$ cat src/rtl/fx3_bus_out_response_if.sv
// Bundle of the master-status, FIFO read-side and FX3 outbound signals
// used by fx3_bus_out_response.
interface fx3_bus_out_response_if;
  logic        i_out_path_enable;
  logic        o_out_path_busy;
  logic        o_out_path_finished;
  logic [7:0]  i_status;
  logic [7:0]  i_flag;
  logic [31:0] i_rw_count;
  logic [31:0] i_address;
  logic        i_send_data;
  logic        i_out_ready;
  logic        o_out_activate;
  logic [23:0] i_out_packet_size;
  logic [31:0] i_out_data;
  logic        o_out_strobe;
  logic [31:0] o_data;
  logic        o_data_valid;
  logic        i_fx3_ready;

  modport master (
    output i_out_path_enable, i_status, i_flag, i_rw_count, i_address,
           i_send_data, i_out_ready, i_out_packet_size, i_out_data, i_fx3_ready,
    input  o_out_path_busy, o_out_path_finished, o_out_activate, o_out_strobe,
           o_data, o_data_valid
  );

  modport slave (
    input  i_out_path_enable, i_status, i_flag, i_rw_count, i_address,
           i_send_data, i_out_ready, i_out_packet_size, i_out_data, i_fx3_ready,
    output o_out_path_busy, o_out_path_finished, o_out_activate, o_out_strobe,
           o_data, o_data_valid
  );
endinterface

$ cat src/rtl/fx3_bus_out_response.sv
// FX3 outbound response serialiser: four-word header (id/flag/status, count,
// address, checksum) followed by optional payload drained from the ping-pong FIFO.
module fx3_bus_out_response #(
  parameter logic [15:0] ID_WORD = 16'hCD15
) (
  input logic                   clk,
  input logic                   rst,
  fx3_bus_out_response_if.slave bus
);

  typedef enum logic [2:0] {
    S_IDLE,
    S_SEND_ID,
    S_SEND_COUNT,
    S_SEND_ADDRESS,
    S_SEND_CHECKSUM,
    S_SEND_DATA,
    S_FINISHED
  } state_t;

  state_t      state_q, state_d;
  logic [7:0]  status_q, status_d;
  logic [7:0]  flag_q, flag_d;
  logic [31:0] count_q, count_d;
  logic [31:0] addr_q, addr_d;
  logic        send_data_q, send_data_d;
  logic [31:0] data_q, data_d;
  logic        valid_q, valid_d;
  logic        act_q, act_d;
  logic [31:0] sent_q, sent_d;
  logic [23:0] pkt_q, pkt_d;
  logic        strobe;
  logic        accept;
  logic        can_load;
  logic [31:0] word0;

  assign accept   = valid_q & bus.i_fx3_ready;
  assign can_load = ~valid_q | accept;
  assign word0    = {ID_WORD, flag_q, status_q};

  always_comb begin
    state_d     = state_q;
    status_d    = status_q;
    flag_d      = flag_q;
    count_d     = count_q;
    addr_d      = addr_q;
    send_data_d = send_data_q;
    data_d      = data_q;
    valid_d     = valid_q;
    act_d       = act_q;
    sent_d      = sent_q;
    pkt_d       = pkt_q;
    strobe      = 1'b0;

    unique case (state_q)
      S_IDLE: begin
        if (bus.i_out_path_enable) begin
          status_d    = bus.i_status;
          flag_d      = bus.i_flag;
          count_d     = bus.i_rw_count;
          addr_d      = bus.i_address;
          send_data_d = bus.i_send_data;
          sent_d      = '0;
          pkt_d       = '0;
          act_d       = 1'b0;
          data_d      = {ID_WORD, bus.i_flag, bus.i_status};
          valid_d     = 1'b1;
          state_d     = S_SEND_ID;
        end
      end
      S_SEND_ID: begin
        if (accept) begin
          data_d  = count_q;
          state_d = S_SEND_COUNT;
        end
      end
      S_SEND_COUNT: begin
        if (accept) begin
          data_d  = addr_q;
          state_d = S_SEND_ADDRESS;
        end
      end
      S_SEND_ADDRESS: begin
        if (accept) begin
          data_d  = word0 + count_q + addr_q;
          state_d = S_SEND_CHECKSUM;
        end
      end
      S_SEND_CHECKSUM: begin
        if (accept) begin
          valid_d = 1'b0;
          state_d = (send_data_q && (count_q != '0)) ? S_SEND_DATA : S_FINISHED;
        end
      end
      S_SEND_DATA: begin
        // Once every word is loaded, activate stays claimed until the last word leaves.
        if (sent_q == count_q) begin
          if (can_load) begin
            valid_d = 1'b0;
            act_d   = 1'b0;
            state_d = S_FINISHED;
          end
        end else begin
          if (accept) valid_d = 1'b0;
          if (!act_q) begin
            if (bus.i_out_ready) begin
              act_d = 1'b1;
              pkt_d = '0;
            end
          end else if (pkt_q >= bus.i_out_packet_size) begin
            act_d = 1'b0;
          end else if (can_load) begin
            data_d  = bus.i_out_data;
            valid_d = 1'b1;
            strobe  = 1'b1;
            sent_d  = sent_q + 32'd1;
            pkt_d   = pkt_q + 24'd1;
          end
        end
      end
      S_FINISHED: begin
        if (!bus.i_out_path_enable) state_d = S_IDLE;
      end
      default: state_d = S_IDLE;
    endcase
  end

  always_ff @(posedge clk or negedge rst) begin
    if (!rst) begin
      state_q     <= S_IDLE;
      status_q    <= '0;
      flag_q      <= '0;
      count_q     <= '0;
      addr_q      <= '0;
      send_data_q <= 1'b0;
      data_q      <= '0;
      valid_q     <= 1'b0;
      act_q       <= 1'b0;
      sent_q      <= '0;
      pkt_q       <= '0;
    end else begin
      state_q     <= state_d;
      status_q    <= status_d;
      flag_q      <= flag_d;
      count_q     <= count_d;
      addr_q      <= addr_d;
      send_data_q <= send_data_d;
      data_q      <= data_d;
      valid_q     <= valid_d;
      act_q       <= act_d;
      sent_q      <= sent_d;
      pkt_q       <= pkt_d;
    end
  end

  assign bus.o_data              = data_q;
  assign bus.o_data_valid        = valid_q;
  assign bus.o_out_activate      = act_q;
  assign bus.o_out_strobe        = strobe;
  assign bus.o_out_path_busy     = (state_q != S_IDLE) && (state_q != S_FINISHED);
  assign bus.o_out_path_finished = (state_q == S_FINISHED);

endmodule

$ cat src/flat_wrapper.sv
// flat-port wrapper written by rule: the top's interface ports become plain ports
module fx3_bus_out_response_flat 
#(
  parameter logic [15:0] ID_WORD = 16'hCD15
)
  (clk, rst, bus_i_out_path_enable, bus_i_status, bus_i_flag, bus_i_rw_count, bus_i_address, bus_i_send_data, bus_i_out_ready, bus_i_out_packet_size, bus_i_out_data, bus_i_fx3_ready, bus_o_out_path_busy, bus_o_out_path_finished, bus_o_out_activate, bus_o_out_strobe, bus_o_data, bus_o_data_valid);
  fx3_bus_out_response_if bus_i ();
  input logic clk;
  input logic rst;
  input wire logic [$bits(bus_i.i_out_path_enable)-1:0] bus_i_out_path_enable;
  input wire logic [$bits(bus_i.i_status)-1:0] bus_i_status;
  input wire logic [$bits(bus_i.i_flag)-1:0] bus_i_flag;
  input wire logic [$bits(bus_i.i_rw_count)-1:0] bus_i_rw_count;
  input wire logic [$bits(bus_i.i_address)-1:0] bus_i_address;
  input wire logic [$bits(bus_i.i_send_data)-1:0] bus_i_send_data;
  input wire logic [$bits(bus_i.i_out_ready)-1:0] bus_i_out_ready;
  input wire logic [$bits(bus_i.i_out_packet_size)-1:0] bus_i_out_packet_size;
  input wire logic [$bits(bus_i.i_out_data)-1:0] bus_i_out_data;
  input wire logic [$bits(bus_i.i_fx3_ready)-1:0] bus_i_fx3_ready;
  output wire logic [$bits(bus_i.o_out_path_busy)-1:0] bus_o_out_path_busy;
  output wire logic [$bits(bus_i.o_out_path_finished)-1:0] bus_o_out_path_finished;
  output wire logic [$bits(bus_i.o_out_activate)-1:0] bus_o_out_activate;
  output wire logic [$bits(bus_i.o_out_strobe)-1:0] bus_o_out_strobe;
  output wire logic [$bits(bus_i.o_data)-1:0] bus_o_data;
  output wire logic [$bits(bus_i.o_data_valid)-1:0] bus_o_data_valid;
  assign bus_i.i_out_path_enable = bus_i_out_path_enable;
  assign bus_i.i_status = bus_i_status;
  assign bus_i.i_flag = bus_i_flag;
  assign bus_i.i_rw_count = bus_i_rw_count;
  assign bus_i.i_address = bus_i_address;
  assign bus_i.i_send_data = bus_i_send_data;
  assign bus_i.i_out_ready = bus_i_out_ready;
  assign bus_i.i_out_packet_size = bus_i_out_packet_size;
  assign bus_i.i_out_data = bus_i_out_data;
  assign bus_i.i_fx3_ready = bus_i_fx3_ready;
  assign bus_o_out_path_busy = bus_i.o_out_path_busy;
  assign bus_o_out_path_finished = bus_i.o_out_path_finished;
  assign bus_o_out_activate = bus_i.o_out_activate;
  assign bus_o_out_strobe = bus_i.o_out_strobe;
  assign bus_o_data = bus_i.o_data;
  assign bus_o_data_valid = bus_i.o_data_valid;
  fx3_bus_out_response #(.ID_WORD(ID_WORD)) u_core (.clk(clk), .rst(rst), .bus(bus_i));
endmodule
$ cat config.mk
export PLATFORM = sky130hd
export DESIGN_NAME = fx3_bus_out_response_flat
export DESIGN_NICKNAME = d
export VERILOG_FILES = /design/src/rtl/fx3_bus_out_response_if.sv /design/src/rtl/fx3_bus_out_response.sv /design/src/flat_wrapper.sv
export SDC_FILE = /design/constraint.sdc
export NUM_CORES = 1
export LEC_CHECK = 0
export BUFFER_PORTS_ARGS = -buffer_cell sky130_fd_sc_hd__buf_2
export CORE_MARGIN = 3
export CORE_UTILIZATION = 50
export CTS_CLUSTER_DIAMETER = 50
export DETAILED_ROUTE_END_ITERATION = 8
export GPL_ROUTABILITY_DRIVEN = 1
export PLACE_DENSITY = 0.81
export SLEW_MARGIN = 20
export SYNTH_ARGS = -nofsm -noshare
export SYNTH_HDL_FRONTEND = slang
export SYNTH_SLANG_ARGS = --single-unit
export TNS_END_PERCENT = 10
$ cat constraint.sdc
create_clock -name clk -period 3.6 [get_ports clk]
set_input_delay 0.36 -clock clk [delete_from_list [all_inputs] [get_ports clk]]
set_output_delay 0.36 -clock clk [all_outputs]
set_load 0.05 [all_outputs]
# Yosys cells after proc, flatten, opt, wreduce, memory -nomap -nowiden
# Cells that the tools add are included.
dict set report word_totals {
  ff_bits 174
  latchBits 0
  mem_bits_rw 0
  rom_bits 0
  memories 0
}
dict set report op_classes {
  add_sub_neg 4
  multipliers 0
  div 0
  order_cmp 1
  n_eq_ne 23
  shifts 0
  mux 51
  bitwise 3
  n_reduce_logical 15
}
# cell count
set op_table {}
lappend op_table {{$mux 32} 13}
lappend op_table {{$pmux 32 s5} 1}
lappend op_table {{$mux 24} 6}
lappend op_table {{$add 32x32->32} 2}
lappend op_table {{$pmux 32 s2} 1}
lappend op_table {{$pmux 24 s2} 1}
lappend op_table {{$add 32x1->32 const B} 1}
lappend op_table {{$eq 32x32->1} 1}
lappend op_table {{$reduce_bool 32->1} 1}
lappend op_table {{$add 24x1->24 const B} 1}
lappend op_table {{$ge 24x24->1} 1}
lappend op_table {{$mux 3} 8}
lappend op_table {{$pmux 3 s7} 1}
lappend op_table {{$mux 1} 17}
lappend op_table {{$ne 2x1->1 const B} 7}
lappend op_table {{$reduce_and 6->1} 2}
lappend op_table {{$eq 3x3->1 const B} 3}
lappend op_table {{$ne 3x3->1 const B} 3}
lappend op_table {{$reduce_and 9->1} 1}
lappend op_table {{$ne 2x2->1 const B} 4}
lappend op_table {{$reduce_and 8->1} 1}
lappend op_table {{$eq 3x2->1 const B} 2}
lappend op_table {{$ne 3x2->1 const B} 2}
lappend op_table {{$reduce_and 3->1} 2}
lappend op_table {{13 further kinds} 15}

# Depth between registers and ports, before layout
# Gate-level depths: netlist of run 1.
dict set report depth {
  word_depth 7
  mapped_depth 13
  depth_no_buf 12
}

# Worst setup path before layout of run 1
# Ideal clock, no wire load.
dict set report synth_timing {
  path_kind {register to register}
  startpoint {reg u_core.count_q[1]}
  endpoint {reg u_core.data_q[25], in the netlist u_core.bus.o_data[25]}
  setup_time_ns 0.134
  t_arrival_ns 3.208
  path_slack_ns 0.259
  path_stages_with_launch 12
  n_path_buf 0
  synth_period_minus_slack_ns 3.341
  path_cell_list {dfrtp_1 > fa_1 > ha_1 > fa_1 > a211oi_1 > o31a_1 > a2111oi_0 > nor3b_1 > o21ai_0 > xor2_1 > a222oi_1 > o21ai_0}
}
dict set report synth_via {
  elab_chain_len 4
  elab_cells_between_ends 7
}
# element line_no
set synth_lines {}
lappend synth_lines {{start: declaration} fx3_bus_out_response.sv:24} ;# logic [31:0] count_q, count_d;
lappend synth_lines {{start signal: assignment} fx3_bus_out_response.sv:145} ;# count_q <= count_d;
lappend synth_lines {{$add 32x32->32 (2 in a row)} fx3_bus_out_response.sv:85} ;# data_d = word0 + count_q + addr_q;
lappend synth_lines {{$mux 32} fx3_bus_out_response.sv:84} ;# if (accept) begin
lappend synth_lines {{$pmux 32 s5} fx3_bus_out_response.sv:55} ;# unique case (state_q)
lappend synth_lines {{end signal: assignment} fx3_bus_out_response.sv:148} ;# data_q <= data_d;
lappend synth_lines {{end: declaration} fx3_bus_out_response.sv:27} ;# logic [31:0] data_q, data_d;
# Several ways; a longest one is shown, not always the timed one. The select of a mux whose other input is x is not followed.
# A chain may end at the register's enable or synchronous reset.

# Final worst setup path of run 1
dict set report layout_timing {
  startpoint {reg u_core.addr_q[7]}
  endpoint {reg u_core.data_q[30], in the netlist u_core.bus.o_data[30]}
}
dict set report layout_via {
  elab_chain_len 3
}
# element line_no
set layout_lines {}
lappend layout_lines {{start: declaration} fx3_bus_out_response.sv:25} ;# logic [31:0] addr_q, addr_d;
lappend layout_lines {{start signal: assignment} fx3_bus_out_response.sv:146} ;# addr_q <= addr_d;
lappend layout_lines {{$add 32x32->32} fx3_bus_out_response.sv:85}
lappend layout_lines {{$mux 32} fx3_bus_out_response.sv:84}
lappend layout_lines {{$pmux 32 s5} fx3_bus_out_response.sv:55}
# Every way passes these cells. The select of a mux whose other input is x is not followed.

==> flow_summary.ini, run 1 <==
[status]
status = finished with violations
violations = hold timing

[global_route]
grt_pass1_wl_um = 59300
grt_max_degree = 87
grt_overflow = 0
grt_pass1_vias = 11107
grtUsageTotal_pct = 28.6
antenna_found_initial = 0

[cts]
cts_inserted_buffers = 17
clk_path_buf_depth = 2
clockRootBuffer = clkbuf_16
cts_sinks = 174
clk_latency_ns = 0.44
cts_tree = yes
clk_pin_slew_ns = 0.07
postCtsSetupBuffers = 0
hold_buffers = 0
h-tree-depth = 4

[timing]
slew_violations = 0
hold_viol_final = 2
fin_crit_ns = 3.51
fin_ws_ns = 0.0862
fin_skew_ns = 0.0101
tns_ns = 0
setup_viol = 0
fmaxAchievable_mhz = 285
relSlewSlack_pct = 44.3
fin_crit_sh_pct = 97.6
worstMarginPinSlew_ns = 0.835
rsz0062_at_grt = true
hold_ws_ns = -0.00403

[place]
gp_congestion = 0.960
post-place-ws_ns = -0.0664
place_area_um2 = 13400
hpwl_um = 28200
port-buffer-count = 178

[floorplan]
chipWidth_um = 161
initial_utilization_pct = 51.8
dieArea_um2 = 25800
num_rows = 55
io_pins = 179
die_h_um = 161
core_um2 = 23100

[setup_path]
critPathCaptureType = register
r2r_setup_slack_ns = 0.09
setup.worst_path.start_class = register
r2r_end = u_core.bus.o_data[30]
reg2reg_from = u_core.addr_q[7]
cp.arrival_ns = 3.84
path_class = reg -> reg
reg2reg_depth = 11
crit_fanout = 6
cp.required_ns = 3.92

[yosys]
synthTopCellsByArea = dfrtp_1 (36%), nand2_1 (10%), ha_1 (7.4%), o21ai_0 (5.1%), xnor2_1 (4.3%)
synth.top_cell.area_share_pct = 36.4
synth_common_cells = nand2_1 (321), dfrtp_1 (174), o21ai_0 (122)
synth_top_cell_by_area = dfrtp_1
syn-cell-area_um2 = 12000
yosysMostFrequentCell = nand2_1
synth_edf_count = 0
synth_flop_cell = dfrtp_1
synth_nets = 1665
synth_area_per_cell_um2 = 8.33
synth-seq-area-share_pct = 36.4
synth_seq_cells = 174
synth_cells = 1435
ys_warn_count = 0
ys_types = 81
synthArstFlopShare_pct = 100

[power_and_ir_drop]
power.density_nw_per_um2 = 1050
combinationalPowerShare_pct = 64.4
p_seq_share_pct = 22.1
peakVddDrop_mv = 0.629
switching_share_pct = 50.8
clockPowerShare_pct = 13.5
power.net_switching_w = 0.00751
cellLeakagePower_nw = 6.85
internal_power_w = 0.00726

[routing]
vias = 11488
ant_nets = 0
routed_wl_um = 37400
avgViaCountPerCell = 5.93
drt_first_pass_iters = 6
route.detailed.drc = 0
drtIter0Drc = 1212
wire_per_inst_um = 19.3

[final_layout]
diodes = 0
drive_gt1_share_pct = 18.7
nets = 1842
fin_util_pct = 60.8
syn2layout_area_growth_pct = 17.3
fin_area_um2 = 14000
nFillCells = 2021

[flow_run]
max_cap_viol_count = 0

[hold_path]
min_path_type = in -> async
[metal layers]
layer | wire length [um] | global-route usage (%) | up-vias | part of all wire (%)
met3 | 2960 | 4.26 | 76 | 7.9
met4 | 1360 | 10.6 | 0 | 3.6
li1 | - | - | 5399 | -
met2 | 17200 | 45.8 | 544 | 46
met1 | 15900 | 39.5 | 5469 | 43
met5 | 0 | 0 | - | 0
[worst max-delay path, stage by stage (launching register included)]
cell and delay (ns):
dfrtp_1 0.42, fa_1 0.49, ha_1 0.42, a21oi_1 0.11, o21ai_0 0.31, a2111oi_1 0.12, buf_4 0.16, nor2_2 0.32
a21oi_2 0.10, a2111oi_0 0.50, o41ai_1 0.16, mux2_2 0.28
[kinds of logic (layout without fill, tap and decap cells)]
family / Yosys count / after routing / share of synthesized area [%]
adder cells (fa/ha/maj): 88 / 88 / 10.3
buffers and inverters: 142 / 332 / 4.61
AND/OR/NAND/NOR: 581 / 581 / 22.6
AO/OA/AOI/OAI: 348 / 348 / 18.3
multiplexers: 24 / 24 / 2.08
XOR/XNOR: 78 / 78 / 5.72
flip-flops: 174 / 174 / 36.4
[cell type report]
class	instances	area, um^2	area share, %
multi-input cells	1119	7090	50.6
flip-flops and latches	174	4350	31.0
repair buffers	231	1310	9.32
clock buffers	18	439	3.13
well taps	313	392	2.79
inverters	69	259	1.85
clock inverters	14	179	1.28
[state kept, by name, indices dropped and copies added, names as in the netlist]
register                   count
u_core.flag_q                  8
u_core.bus.o_data             32
u_core.sent_q                 32
u_core.state_q                 3
u_core.pkt_q                  24
u_core.status_q                8
u_core.send_data_q             1
u_core.bus.o_out_activate      1
u_core.count_q                32
u_core.bus.o_data_valid        1
u_core.addr_q                 32
[placed cells by master, fill, tap and decap left out, types with 20 or more instances in the layout]
cell type and count:
buf_4 52, dfrtp_1 174, inv_1 68, ha_1 71, nand2_1 320, a21oi_1 68
xnor2_1 58, nand3_1 33, o21ai_0 122, nor2_1 83, nand4_1 25, xor2_1 20
buf_2 177
[worst max-delay path by stage]
stage	startpoint	end	slack, ns	cells past startpoint
after floorplan	u_core.count_q[1]	u_core.bus.o_data[25]	0.26	11
final	u_core.addr_q[7]	u_core.bus.o_data[30]	0.09	11
after global placement	u_core.addr_q[1]	u_core.bus.o_data[29]	0.008	13
after detailed placement	u_core.addr_q[1]	u_core.bus.o_data[25]	-0.07	12
after global routing	u_core.addr_q[2]	u_core.bus.o_data[30]	-0.01	11
after CTS	u_core.addr_q[2]	u_core.bus.o_data[30]	0.008	11
[power groups by stage]
stage	combinational [W]	clock (W)	sequential, W
after floorplan	0.00600	0	0.00366
after global placement	0.00907	0	0.00325
after detailed placement	0.00918	0	0.00328
after CTS	0.00927	0.00199	0.00325
after global routing	0.0105	0.00207	0.00333
final	0.00951	0.00199	0.00327
[stage by stage]
stage / instances / total power (W)
2_1_floorplan: 1435 / 0.00966
3_3_place_gp: 1906 / 0.0123
3_5_place_dp: 1906 / 0.0125
4_1_cts: 1938 / 0.0145
5_1_grt: 1938 / 0.0159
6_report: 1938 / 0.0148
[timing repair]
| action | in CTS | in global routing |
|---|---|---|
| gates resized for setup | 2 | 8 |
| setup endpoints to repair | 5 | 14 |
| endpoints found under the hold margin | 0 | 0 |
(Power assumes the default switching activity.)
==> inputs of run 2 (changes only) <==
CORE_UTILIZATION = 55   (was 50)
PLACE_DENSITY = 0.84   (was 0.81)
clock period = 4.3 ns   (was 3.6 ns; I/O delays follow)
==> run 2 against run 1 <==
- the flow now finishes without violations
- worst hold slack better by 0.0094 ns
- critical path depth is the same
- maximum frequency is 11% lower
- die area decreased by 8.8%
- highest routed layer unchanged
- core utilization rose by 3.9 points
- sequential power is 16% lower
- sequential share of layout area up 0.76 points
- first-iteration DRC count decreased by 13%
- clock skew rose by 0.00098 ns
- register-to-register slack improved by 0.25 ns
- wire length down 4.3%
- critical endpoint is now u_core.bus.o_data[25]
==> flow_summary.ini, run 2 (same netlist as run 1, synthesis figures left out) <==
[status]
status = completed

[cts]
clk_pin_slew_ns = 0.07
cts_sinks = 174
cts_inserted_buffers = 17
clockRootBuffer = clkbuf_16
clk_path_buf_depth = 2
cts_tree = yes
h-tree-depth = 4
clk_latency_ns = 0.45

[routing]
drt_first_pass_iters = 6
route.detailed.drc = 0
drtIter0Drc = 1051
routed_wl_um = 35800
wire_per_inst_um = 19.1
avgViaCountPerCell = 6.08
vias = 11381
ant_nets = 0

[final_layout]
diodes = 0
drive_gt1_share_pct = 16.8
nets = 1814
layout_common_cells = nand2_1 (320), buf_2 (177), dfrtp_1 (174)
layout_commonest_cell = nand2_1
syn2layout_area_growth_pct = 14.6
fin_cells = 1872

[floorplan]
dieArea_um2 = 23500
core_um2 = 21200
chipWidth_um = 153
io_pins = 179
num_rows = 53
die_h_um = 153
initial_utilization_pct = 56.5

[timing]
fin_skew_ns = 0.0111
fin_ws_ns = 0.336
hold_viol_final = 0
slew_violations = 0
setup_viol = 0
tns_ns = 0
fmaxAchievable_mhz = 252
relSlewSlack_pct = 46.5
hold_ws_ns = 0.00532
worstMarginPinSlew_ns = 0.801
fin_crit_ns = 3.96
fin_crit_sh_pct = 92.2
rsz0062_at_grt = false

[global_route]
grt_max_degree = 98
antenna_found_initial = 0
grt_pass1_wl_um = 57500
grt_pass1_vias = 11017
grtUsageTotal_pct = 30.2
grt_overflow = 0

[power_and_ir_drop]
cellLeakagePower_nw = 6.68
total_power_w = 0.0118
peakVddDrop_mv = 0.494
power.density_nw_per_um2 = 862

[hold_path]
min_path_type = in -> async

[setup_path]
critPathCaptureType = register
path_class = reg -> reg
max_stage_delay_ns = 0.69
crit_path_top_delay_cell = nor3b_1
crit_chain = fa_1 > ha_1 > fa_1 > a211oi_1 > o31a_1 > a2111oi_1 > nor3b_1 > o21ai_0 > xor2_1 > a222oi_1 > o21ai_0
crit_fanout = 5
setup.worst_path.start_class = register
cp.required_ns = 4.61
cp.arrival_ns = 4.28

[place]
gp_congestion = 0.945
hpwl_um = 26700
post-place-ws_ns = 0.360
place_inst = 1840
port-buffer-count = 178

[flow_run]
max_cap_viol_count = 0
## run 2: cell count changes in the layout (fill, tap and decap cells not counted), sizes merged
cell	change
buf	-28
clkinvlp	+1
inv	+1
bufinv	-2
## run 2: final timing paths
check	startpoint	to	slack [ns]	depth (start not counted)
max	u_core.count_q[1]	u_core.bus.o_data[25]	0.34	11
min	rst	u_core.pkt_q[19]	0.005	1
max reg2reg	u_core.count_q[1]	u_core.bus.o_data[25]	0.34	11
min reg2reg	u_core.bus.o_data[5]	u_core.bus.o_data[5]	0.48	2
max in group asynchronous	rst	u_core.status_q[5]	3.31	2
min in group clk	bus_i_rw_count[15]	u_core.count_q[15]	0.17	3
## run 2: what timing repair did
item / CTS / global route
gates resized for setup: 0 / 1
hold buffers: 0 / 0
endpoints found under the setup margin: 0 / 1
buffers inserted: 0 / 0
## run 2: report_power, final
group          switching (W)  internal (W)  total (W)
registers           0.000595       0.00216    0.00276
clock network       0.000752      0.000819    0.00157
logic                0.00475       0.00271    0.00747
total                0.00610       0.00569     0.0118
## run 2: final cells by class
| type | count | area (um^2) |
|---|---|---|
| inverter | 69 | 259 |
| clock inverter | 14 | 149 |
| multi-input combinational | 1119 | 7060 |
| tap | 275 | 344 |
| timing repair buffer | 203 | 1100 |
| clock buffer | 18 | 429 |
| sequential | 174 | 4350 |
| fill | 1732 | 7460 |
## run 2: metrics by stage
step | util (%) | instance area (um^2)
5_1_grt | 64.7 | 13700
6_report | 64.7 | 13700
4_1_cts | 64.7 | 13700
3_5_place_dp | 62.0 | 13100
3_3_place_gp | 62.0 | 13100
2_1_floorplan | - | 12000
## run 2: per-layer routing
layer,share of wire [%],up-vias,track usage [%]
met3,8.9,90,5.27
met2,45,557,47.2
met4,4.3,0,13.0
met1,42,5387,41.7
met5,0,-,0
li1,-,5347,-
## run 2: worst max-delay path, delay by kind of cell (launching register included)
kind,cells,cell delay (ns)
AOI/OAI and AO/OA,6,1.33
adders and majority gates,3,1.18
and+or+nand+nor,1,0.69
DFF,1,0.45
xor gates and xnor gates,1,0.19
